[src/rtl/comparator_seq.sv]
// rtl/comparator_seq.sv - nibble-serial cascaded magnitude comparator sequencer

// 4-bit cascadable comparator: a strict inequality decides locally,
// an equal nibble passes the less significant verdict through.
module comparator (
    input  logic [3:0] a,
    input  logic [3:0] b,
    input  logic       g_in,
    input  logic       e_in,
    input  logic       l_in,
    output logic       g_out,
    output logic       e_out,
    output logic       l_out
);

    // Local magnitude decision, falling back to the cascade on a tie
    always_comb begin
        g_out = 1'b0;
        e_out = 1'b0;
        l_out = 1'b0;
        if (a > b) begin
            g_out = 1'b1;
        end else if (a < b) begin
            l_out = 1'b1;
        end else begin
            g_out = g_in;
            e_out = e_in;
            l_out = l_in;
        end
    end

endmodule

module comparator_seq #(
    parameter int WIDTH  = 16,
    parameter int SIGNED = 0
) (
    input  logic             clk,
    input  logic             rst,
    input  logic             start,
    input  logic [WIDTH-1:0] a,
    input  logic [WIDTH-1:0] b,
    output logic             busy,
    output logic             done,
    output logic             gt,
    output logic             eq,
    output logic             lt
);

    localparam int N  = WIDTH / 4;
    localparam int CW = (N > 1) ? $clog2(N) : 1;
    localparam logic [CW-1:0] LAST = CW'(N - 1);

    generate
        if (WIDTH < 4 || (WIDTH % 4) != 0) begin : g_bad_width
            $error("comparator_seq: WIDTH must be a multiple of 4 and at least 4");
        end
    endgenerate

    typedef enum logic [1:0] {IDLE, RUN, DONE} state_t;

    state_t           state_q;
    logic [WIDTH-1:0] a_q;
    logic [WIDTH-1:0] b_q;
    logic [CW-1:0]    cnt_q;
    logic [2:0]       cas_q;
    logic             busy_q;
    logic             done_q;
    logic             gt_q;
    logic             eq_q;
    logic             lt_q;

    // Comparator feed. In DONE the comparator looks at the live inputs so a
    // back-to-back accept also consumes nibble 0 on the accepting edge,
    // which keeps the back-to-back throughput at one compare per N cycles.
    logic             from_done;
    logic [WIDTH-1:0] op_a;
    logic [WIDTH-1:0] op_b;
    logic [CW-1:0]    sel_cnt;
    logic [2:0]       cas_in;
    logic [3:0]       nib_a;
    logic [3:0]       nib_b;
    logic             sel_last;
    logic [2:0]       cmp_d;

    // Select the active nibble and apply the sign-bit flip on the top nibble
    always_comb begin
        from_done = (state_q == DONE);
        op_a      = from_done ? a : a_q;
        op_b      = from_done ? b : b_q;
        sel_cnt   = from_done ? '0 : cnt_q;
        cas_in    = from_done ? 3'b010 : cas_q;
        sel_last  = (sel_cnt == LAST);
        nib_a     = '0;
        nib_b     = '0;
        for (int i = 0; i < N; i++) begin
            if (sel_cnt == CW'(i)) begin
                nib_a = op_a[4*i +: 4];
                nib_b = op_b[4*i +: 4];
            end
        end
        // Flipping the sign bit maps two's-complement order onto unsigned order
        if (SIGNED != 0 && sel_last) begin
            nib_a[3] = ~nib_a[3];
            nib_b[3] = ~nib_b[3];
        end
    end

    comparator u_cmp (
        .a     (nib_a),
        .b     (nib_b),
        .g_in  (cas_in[2]),
        .e_in  (cas_in[1]),
        .l_in  (cas_in[0]),
        .g_out (cmp_d[2]),
        .e_out (cmp_d[1]),
        .l_out (cmp_d[0])
    );

    // Sequencer FSM with registered handshake and result outputs
    always_ff @(posedge clk) begin
        if (rst) begin
            state_q <= IDLE;
            a_q     <= '0;
            b_q     <= '0;
            cnt_q   <= '0;
            cas_q   <= 3'b010;
            busy_q  <= 1'b0;
            done_q  <= 1'b0;
            gt_q    <= 1'b0;
            eq_q    <= 1'b0;
            lt_q    <= 1'b0;
        end else begin
            done_q <= 1'b0;
            case (state_q)
                IDLE: begin
                    if (start) begin
                        a_q     <= a;
                        b_q     <= b;
                        cnt_q   <= '0;
                        cas_q   <= 3'b010;
                        busy_q  <= 1'b1;
                        state_q <= RUN;
                    end
                end
                RUN, DONE: begin
                    if (state_q == RUN || start) begin
                        if (state_q == DONE) begin
                            a_q <= a;
                            b_q <= b;
                        end
                        cas_q <= cmp_d;
                        if (sel_last) begin
                            gt_q    <= cmp_d[2];
                            eq_q    <= cmp_d[1];
                            lt_q    <= cmp_d[0];
                            done_q  <= 1'b1;
                            busy_q  <= 1'b0;
                            state_q <= DONE;
                        end else begin
                            cnt_q   <= sel_cnt + CW'(1);
                            busy_q  <= 1'b1;
                            state_q <= RUN;
                        end
                    end else begin
                        state_q <= IDLE;
                    end
                end
                default: begin
                    busy_q  <= 1'b0;
                    state_q <= IDLE;
                end
            endcase
        end
    end

    assign busy = busy_q;
    assign done = done_q;
    assign gt   = gt_q;
    assign eq   = eq_q;
    assign lt   = lt_q;

endmodule

[config.mk]
export PLATFORM = sky130hd
export DESIGN_NAME = comparator_seq
export DESIGN_NICKNAME = d
export VERILOG_FILES = /design/src/rtl/comparator_seq.sv
export SDC_FILE = /design/constraint.sdc
export NUM_CORES = 1
export LEC_CHECK = 0
export CAP_MARGIN = 20
export CORE_MARGIN = 8
export CORE_UTILIZATION = 51
export DETAILED_ROUTE_END_ITERATION = 16
export PLACE_DENSITY_LB_ADDON = 0.05
export SLEW_MARGIN = 20
export SYNTH_ARGS = -nofsm -noshare
export SYNTH_HDL_FRONTEND = slang
export SYNTH_SLANG_ARGS = --single-unit
[constraint.sdc]
create_clock -name clk -period 4.2 [get_ports clk]
set_input_delay 0.42 -clock clk [delete_from_list [all_inputs] [get_ports clk]]
set_output_delay 0.42 -clock clk [all_outputs]
set_load 0.02 [all_outputs]
Word level (Yosys, flattened, before mapping)
Cells that the tools add are included.

Reductions and logical operators: 10. Muxes and demuxes: 40. Add/sub/neg operators: 1. Equal/unequal tests: 8. Bitwise logic cells: 2. $lt $le $gt $ge: 2.

Operators by type and width (number): two-way mux 16 bit (6); one-hot mux 16 bit (2 select lines) (2); two-way mux 4 bit (8); two-way mux 2 bit (7); two-way mux 1 bit (10); two-way mux 3 bit (3); one-hot mux 2 bit (2 select lines) (2); equality test 2 bit, second input constant (3); inequality test 2 bit, second input constant (3); one-hot mux 3 bit (2 select lines) (1); AND reduction 3 bit (2); equality test 2 x 1 -> 1 bit, second input constant (2); greater-than comparator 4 bit (1); logical NOT 2 bit (2); less-than comparator 4 bit (1); AND reduction 4 bit (1); OR reduction 3 bit (1); adder 2 x 1 -> 2 bit, second input constant (1); inverter 1 bit (2); one-hot mux 1 bit (2 select lines) (1); AND reduction 2 bit (1); nonzero test 2 bit (1); OR reduction 2 bit (1); logical OR 1 bit (1).

Register bits: 44. Output and inout port bits: 5. Input bits: 35.

Longest topological paths before layout
Gate-level depths: netlist of the first run.

Depth after elaboration: 12. Depth in mapped cells: 17.

Hierarchy
A second synthesis of the first run with hierarchy kept.

Cells, all modules: 271. Area, all modules: 2568.7 um^2.

Modules (own cells, without submodules): comparator_seq (cells each 254, area each 2431.1 um^2, times used 1); comparator (cells each 17, area each 137.6 um^2, times used 1).

Worst setup path before layout of the first run
Ideal clock, no wire load.

Path kind: reg2reg. Start: register state_q[0]. End: register cas_q[1]. Clock period less this slack: 3.298 ns. Cell stages (with the launch flop): 17. Buffers on the path: 4. Arrival: 3.176 ns. Setup time: 0.122 ns. Setup slack: 0.902 ns. Path through: dfxtp_1 -> inv_1 -> ha_1 -> buf_4 -> buf_4 -> nand2b_1 -> inv_1 -> ha_1 -> buf_2 -> or2_2 -> clkbuf_1 -> a211oi_1 -> a221oi_1 -> ha_1 -> a21oi_1 -> o21ai_0 -> a311o_1.

Elaborated cells between the ends (all ways): 31. Classes of those cells: 2 x order compare; 7 x eq/ne; 16 x mux; 6 x reduce/logical.

RTL lines: start: declaration (line 62) `state_t state_q;`; start signal: assignment (line 123) `state_q <= IDLE;`; start signal: assignment (line 143) `state_q <= RUN;`; start signal: assignment (line 159) `state_q <= DONE;`; equality test 2 bit (*) (line 88) `from_done = (state_q == DONE);`; two-way mux 2 bit (*) (line 91) `sel_cnt = from_done ? '0 : cnt_q;`; equality test 2 bit (*); net sel_last (line 83) `logic sel_last;`; two-way mux 4 bit (line 97) `if (sel_cnt == CW'(i)) begin`; less-than comparator 4 bit (line 23) `end else if (a < b) begin`; two-way mux 1 bit (line 23); two-way mux 1 bit (*) (line 21) `if (a > b) begin`; two-way mux 3 bit (*) (line 147) `if (state_q == RUN || start) begin`; one-hot mux 3 bit (2 select lines) (*) (line 135) `case (state_q)`; end signal: assignment (line 152) `cas_q <= cmp_d;`; end: declaration (line 66) `logic [2:0] cas_q;`.

Mark *: on every way through the listed nets, which the timed path passes. The rest lies on a longest branch. The select of a mux whose other input is x is not followed. A chain may end at the register's enable or synchronous reset.

Worst setup path in the final report of the first run
Start: register state_q[0]. End: register lt_q, in the netlist lt.

Cells in the longest elaborated chain, start to end: 10. Elaborated cells between the ends (all ways): 25. Classes of those cells: 2 x order compare; 5 x eq/ne; 14 x mux; 4 x reduce/logical.

Ends and longest elaborated chain: equality test 2 bit (line 88, 135); two-way mux 2 bit (line 91); logical NOT 2 bit (line 97); two-way mux 4 bit (4 in a row) (line 97); less-than comparator 4 bit (line 23); two-way mux 1 bit (line 23); two-way mux 1 bit (line 21); end signal: assignment (line 156) `lt_q <= cmp_d[0];`; end: declaration (line 71) `logic lt_q;`.

Parallel ways exist; a longest one is shown, timed or not.

==> results.md, run 1 <==
* Commonest non-fill, non-tap cell in the layout: nand2_1
* Top_reg_cell synth: dfxtp_1
* Via count at 2089
* Wirelength, routed at 5650 um
* Die area at 0.00728 sq mm
* RSZ-0062 raised after global routing: false
* Drt via density at 5.45
* CP arrival at 3.58 ns
* PortBufs at 39
* Logic pwr share at 0.195
* Worst-path clk slew at 0.08 ns
* Final setup violation count at 0
* First-pass GRT wire length at 9720 um
* Max-slew headroom at 0.405
* Number of placement rows at 25
* Overflow after GRT at 0
* Starting density of the core at 0.523
* EDFF count, synth at 0
* Nets at 375
* Final hold violations at 0
* Reg power frac at 0.456
* Num CTS Buffers at 5
* Worst endpoint required time at 4.33 ns
* Post-synthesis cell type count at 40
* Max Fclk at 0.290 GHz
* Post-CTS setup buffers at 0
* Maximum capacitance violations at 0
* Sequential share of the synthesized area at 0.359
* Largest net degree at the start of global routing at 38
* Final worst path period share at 0.821
* Core Region at 0.00469 sq mm
* Sw Pwr at 0.265 mW
* Mapped Area at 0.00245 sq mm
* Max Buffers Root-to-Sink at 2
* Clk_lat worst skew at 0.30 ns
* Crit end category: flop
* Final Util at 0.629
* DP Wirelength at 3970 um
* Dpl ws at 0.769 ns
* PD cells at 342 mW/mm^2
* Vias in the first global route at 2139
* Register bit total from synthesis at 44
* Hold Path Class: flop to flop
* CTS tree: built
* Routability cong. at 0.835
* Startpoint types: flop
* Area delta synth->final at 20.3%
* Final worst path period need at 3.45 ns
* Power, Total at 1.01 mW
* Post-CTS Hold Fix Bufs at 0
* Fraction of registers with async set/reset at 0
* Number of synthesis warnings at 0
* Switching Share at 0.263
* Clock Skew at 0.00619 ns
* Number of gates resized after cts at 0
* Initial drt markers at 91
* Die Height at 85.3 um
* Initial antenna violation count at 0
* Remaining DRCs at 0
* Least-Margin Pin Slew at 0.890 ns
* Final WS setup at 0.752 ns
* Drt pass-1 iters at 4
* Clock Sinks at 44
* Status: finished clean
* Syn Area/Cell at 8.23 sq um
* Syn_nets at 345
* Leading cell types in the layout, fill and taps excluded: nand2_1 (71), dfxtp_1 (44), a21oi_1 (39), clkdlybuf4s50_1 (39), mux2i_1 (24)
* P_int at 0.743 mW
* Critical path class: flop to flop
* Fraction of layout cells with a size suffix above 1 at 0.0760
* CTS H-tree depth at 2
* Routed len/inst at 14.7 um
* I/O Pins at 40
* Leakage power at 1.07 nW
* Synthesized instance count at 298
* Hold WS at 0.454 ns
* Gr usage total at 0.163
* Max-slew violations at 0
* Fin Setup TNS at 0 ns
* Peak VDD IR at 0.156 mV
* DRT antenna net count at 0
* ANT cells at 0
* Root Buffer: clkbuf_8
* Die W at 85.3 um
* Clock power frac at 0.349
* Critical path peak fanout at 9
metrics by stage:
stage | cell area (sq um) | std cells
floorplan | 2450 | 298
global placement | 2820 | 375
detailed placement | 2820 | 375
CTS | 2950 | 383
global route | 2950 | 383
finish | 2950 | 383
synth_stat cells (all sizes together) (2+ instances only):
| master | number | area share |
|---|---|---|
| a211oi | 4 | 0.012 |
| a21oi | 39 | 0.080 |
| a221oi | 6 | 0.021 |
| a22oi | 4 | 0.012 |
| a32o | 2 | 0.0082 |
| buf | 12 | 0.035 |
| clkbuf | 7 | 0.011 |
| dfxtp | 44 | 0.36 |
| ha | 12 | 0.061 |
| inv | 9 | 0.014 |
| mux2 | 8 | 0.037 |
| mux2i | 24 | 0.098 |
| nand2 | 71 | 0.11 |
| nand2b | 5 | 0.014 |
| nand3 | 4 | 0.0082 |
| nor2 | 11 | 0.017 |
| nor2b | 7 | 0.018 |
| o21ai | 11 | 0.022 |
| o21bai | 2 | 0.0061 |
state kept, by name, indices dropped and copies added, names as in the netlist:
register and count:
a_q 16, eq 1, done 1, lt 1, b_q 16, state_q 2, cas_q 3, cnt_q 2
gt 1, busy 1
critical path, cell delays in order, from the launching register on:
cell	delay (ns)
dfxtp_1	0.44
inv_1	0.10
ha_2	0.20
nand2b_1	0.18
inv_1	0.11
ha_1	0.36
nand2b_1	0.33
nor2_1	0.09
a211oi_1	0.24
a221oi_1	0.10
ha_1	0.34
a21oi_1	0.06
o21ai_0	0.55
a221oi_1	0.18
final cells by class:
type / instances / area, sq um
clock buffers: 7 / 96.3
flip-flops and latches: 44 / 881
fillers: 418 / 1740
well taps: 54 / 67.6
inverters: 9 / 33.8
clock inverters: 1 / 30.0
multi-input cells: 226 / 1430
repair buffers: 42 / 413
power groups by stage:
stage	Combinational [mW]	Clock [mW]	Sequential, mW
2_1_floorplan	0.131	0	0.468
3_3_place_gp	0.199	0	0.468
3_5_place_dp	0.197	0	0.470
4_1_cts	0.199	0.361	0.460
5_1_grt	0.224	0.376	0.464
6_report	0.197	0.352	0.460
cells by family after synthesis:
family | after synthesis | share of synthesized area
AND/OR/NAND/NOR | 105 | 0.184
flip-flops | 44 | 0.359
buffers and inverters | 28 | 0.0592
AO/OA/AOI/OAI | 77 | 0.202
multiplexers | 32 | 0.135
adder cells (fa/ha/maj) | 12 | 0.0612
path summary, 6_finish.rpt:
path              start      end  slack [ns]  cells past startpoint
max reg2reg  state_q[0]       lt        0.75                     13
min             b_q[11]  b_q[11]        0.45                      2
max          state_q[0]       lt        0.75                     13
min reg2reg     b_q[11]  b_q[11]        0.45                      2
layer usage:
layer,part of all wire,track usage,up-vias
li1,-,-,1096
met1,0.46,0.196,945
met3,0.051,0.0415,7
met2,0.48,0.276,41
met5,0,0,-
met4,0.012,0.0525,0
No activity file was read; power rests on OpenSTA's default activity.
==> run 2: changes to the inputs <==
==> constraint.sdc (replaced) <==
create_clock -name clk -period 3.45 [get_ports clk]
set_input_delay 0.345 -clock clk [delete_from_list [all_inputs] [get_ports clk]]
set_output_delay 0.345 -clock clk [all_outputs]
set_load 0.02 [all_outputs]
==> run 2 against run 1 <==
Effect of this change:
- wire length is 0.25% higher
- hold slack improved by 0.0018 ns
- register-to-register slack lost 0.35 ns
- power is 13% higher
- non-clock buffer count increased by 2
- critical path depth is the same
- setup slack got worse by 0.35 ns
- critical path type unchanged
- largest power group unchanged
==> results.md, run 2 (synthesis results as in run 1) <==
* Status: finished clean
* Max-slew violations at 0
* R2r endpoint: lt
* Nets at 377
* Fillers at 447
* Core Region at 0.00469 sq mm
* Critical path class: flop to flop
* Routability cong. at 0.788
* Die Height at 85.3 um
* Starting density of the core at 0.523
* CP Capture Point: lt
* PD cells at 388 mW/mm^2
* Leakage power at 1.06 nW
* Maximum capacitance violations at 0
* Final worst path period share at 0.883
* Worst-path clk slew at 0.08 ns
* Top Registers: a_q x16, b_q x16, cas_q x3
* I/O Pins at 40
* Num CTS Buffers at 5
* First-pass GRT wire length at 9470 um
* Clk_lat worst skew at 0.30 ns
* Max incr delay on CP at 0.37 ns
* Worst endpoint required time at 3.65 ns
* DP Wirelength at 3980 um
* Crit end category: flop
* Clock Sinks at 44
* Max Buffers Root-to-Sink at 2
* Power, Total at 1.14 mW
* Initial antenna violation count at 0
* Final hold violations at 0
* Clock Skew at 0.00555 ns
* Worst R2R Setup Slack at 0.40 ns
* Drt pass-1 iters at 4
* Commonest non-fill, non-tap cell in the layout: nand2_1
* R2R Path Start: state_q[0]
* Worst Setup SP: state_q[0]
* Least-Margin Pin Slew at 0.910 ns
* Final Util at 0.629
* DRT antenna net count at 0
* Fraction of layout cells with a size suffix above 1 at 0.0906
* Hold Path Class: flop to flop
* Wirelength, routed at 5660 um
* Die W at 85.3 um
* ANT cells at 0
* CTS H-tree depth at 2
* Max-slew headroom at 0.391
* Overflow after GRT at 0
* Leading cell types in the layout, fill and taps excluded: nand2_1 (71), dfxtp_1 (44), a21oi_1 (39), clkdlybuf4s50_1 (39), mux2i_1 (24)
* Remaining DRCs at 0
* Critical path peak fanout at 8
* Area delta synth->final at 20.3%
* Startpoint types: flop
* Max Fclk at 0.328 GHz
* FF+latch area at 881 sq um
* CP arrival at 3.25 ns
* Gr usage total at 0.159
* Routed len/inst at 14.7 um
* Peak VDD IR at 0.250 mV
* Worst r2r path cells at 13
* Final setup violation count at 0
* CP max stage cell: dfxtp_1
* Vias in the first global route at 2060
* Root Buffer: clkbuf_8
* Drt via density at 5.56
* Die area at 0.00728 sq mm
* Fin Setup TNS at 0 ns
* RSZ-0062 raised after global routing: false
* Via count at 2142
* Largest net degree at the start of global routing at 38
* Multi-input logic area at 0.00144 sq mm
* Final worst path period need at 3.05 ns
* Worst-path cell chain: inv_1 > ha_2 > nand2b_1 > inv_1 > ha_1 > or2_2 > a211oi_1 > a221oi_1 > ha_1 > nand4_1 > nor3b_2 > nor2_1 > a221oi_1
* PortBufs at 39
* Initial drt markers at 132
* CTS tree: built
* Number of placement rows at 25
==> run 2: final cells by class <==
| type | count | area share |
|---|---|---|
| tap | 54 | 0.0229 |
| timing repair buffer | 44 | 0.146 |
| sequential | 44 | 0.299 |
| inverter | 9 | 0.0115 |
| clock inverter | 2 | 0.00509 |
| multi-input combinational | 226 | 0.488 |
| clock buffer | 6 | 0.0280 |
==> run 2: routing by layer <==
layer | track usage | up-vias | share of wire
met2 | 0.263 | 35 | 0.48
met5 | 0 | - | 0
li1 | - | 1104 | -
met3 | 0.0425 | 8 | 0.042
met4 | 0.0557 | 0 | 0.014
met1 | 0.192 | 995 | 0.46
==> run 2: how the worst min path moves through the flow <==
stage	start	cells after the start	to
CTS	a_q[1]	2	a_q[1]
finish	a_q[1]	2	a_q[1]
global route	a_q[1]	2	a_q[1]
floorplan	a_q[4]	2	a_q[4]
global placement	b_q[6]	2	b_q[6]
detailed placement	b_q[12]	2	b_q[12]
==> run 2: per-stage QoR <==
stage	std cells	setup WS, ns	hold slack (ns)	area (sq um)
after floorplan	298	0.152	0.434	2450
after global placement	377	0.323	0.439	2840
after detailed placement	377	0.249	0.446	2840
after CTS	385	0.262	0.458	2940
after global routing	385	0.0612	0.471	2950
final	385	0.404	0.456	2950
==> run 2: worst max-delay path: cells and delay by family, from the launching register on <==
family,cells,cell delay [ns]
buf+inv,2,0.19
compound gates,3,0.63
simple gates,5,0.99
flops,1,0.37
fa+ha+maj,3,0.77
==> run 2: report_power, final <==
group          internal, mW  total, mW  switching [mW]
Sequential            0.543      0.560          0.0167
Clock                 0.162      0.342           0.180
Combinational         0.107      0.242           0.135
==> run 2: repair_timing <==
action / 4_1_cts / 5_1_grt
hold buffers: 0 / 0
buffers inserted: 0 / 0
endpoints found under the setup margin: 0 / 6
gates resized for setup: 0 / 5
==> run 3: changes to the inputs <==
--- a/config.mk
+++ b/config.mk
@@ -8,6 +8,7 @@
 export CAP_MARGIN = 20
 export CORE_MARGIN = 8
 export CORE_UTILIZATION = 51
+export CTS_CLUSTER_SIZE = 10
 export DETAILED_ROUTE_END_ITERATION = 16
 export PLACE_DENSITY_LB_ADDON = 0.05
 export SLEW_MARGIN = 20
==> results of run 3 <==
The final DEF is identical to that of run 2; final timing and power are the same.
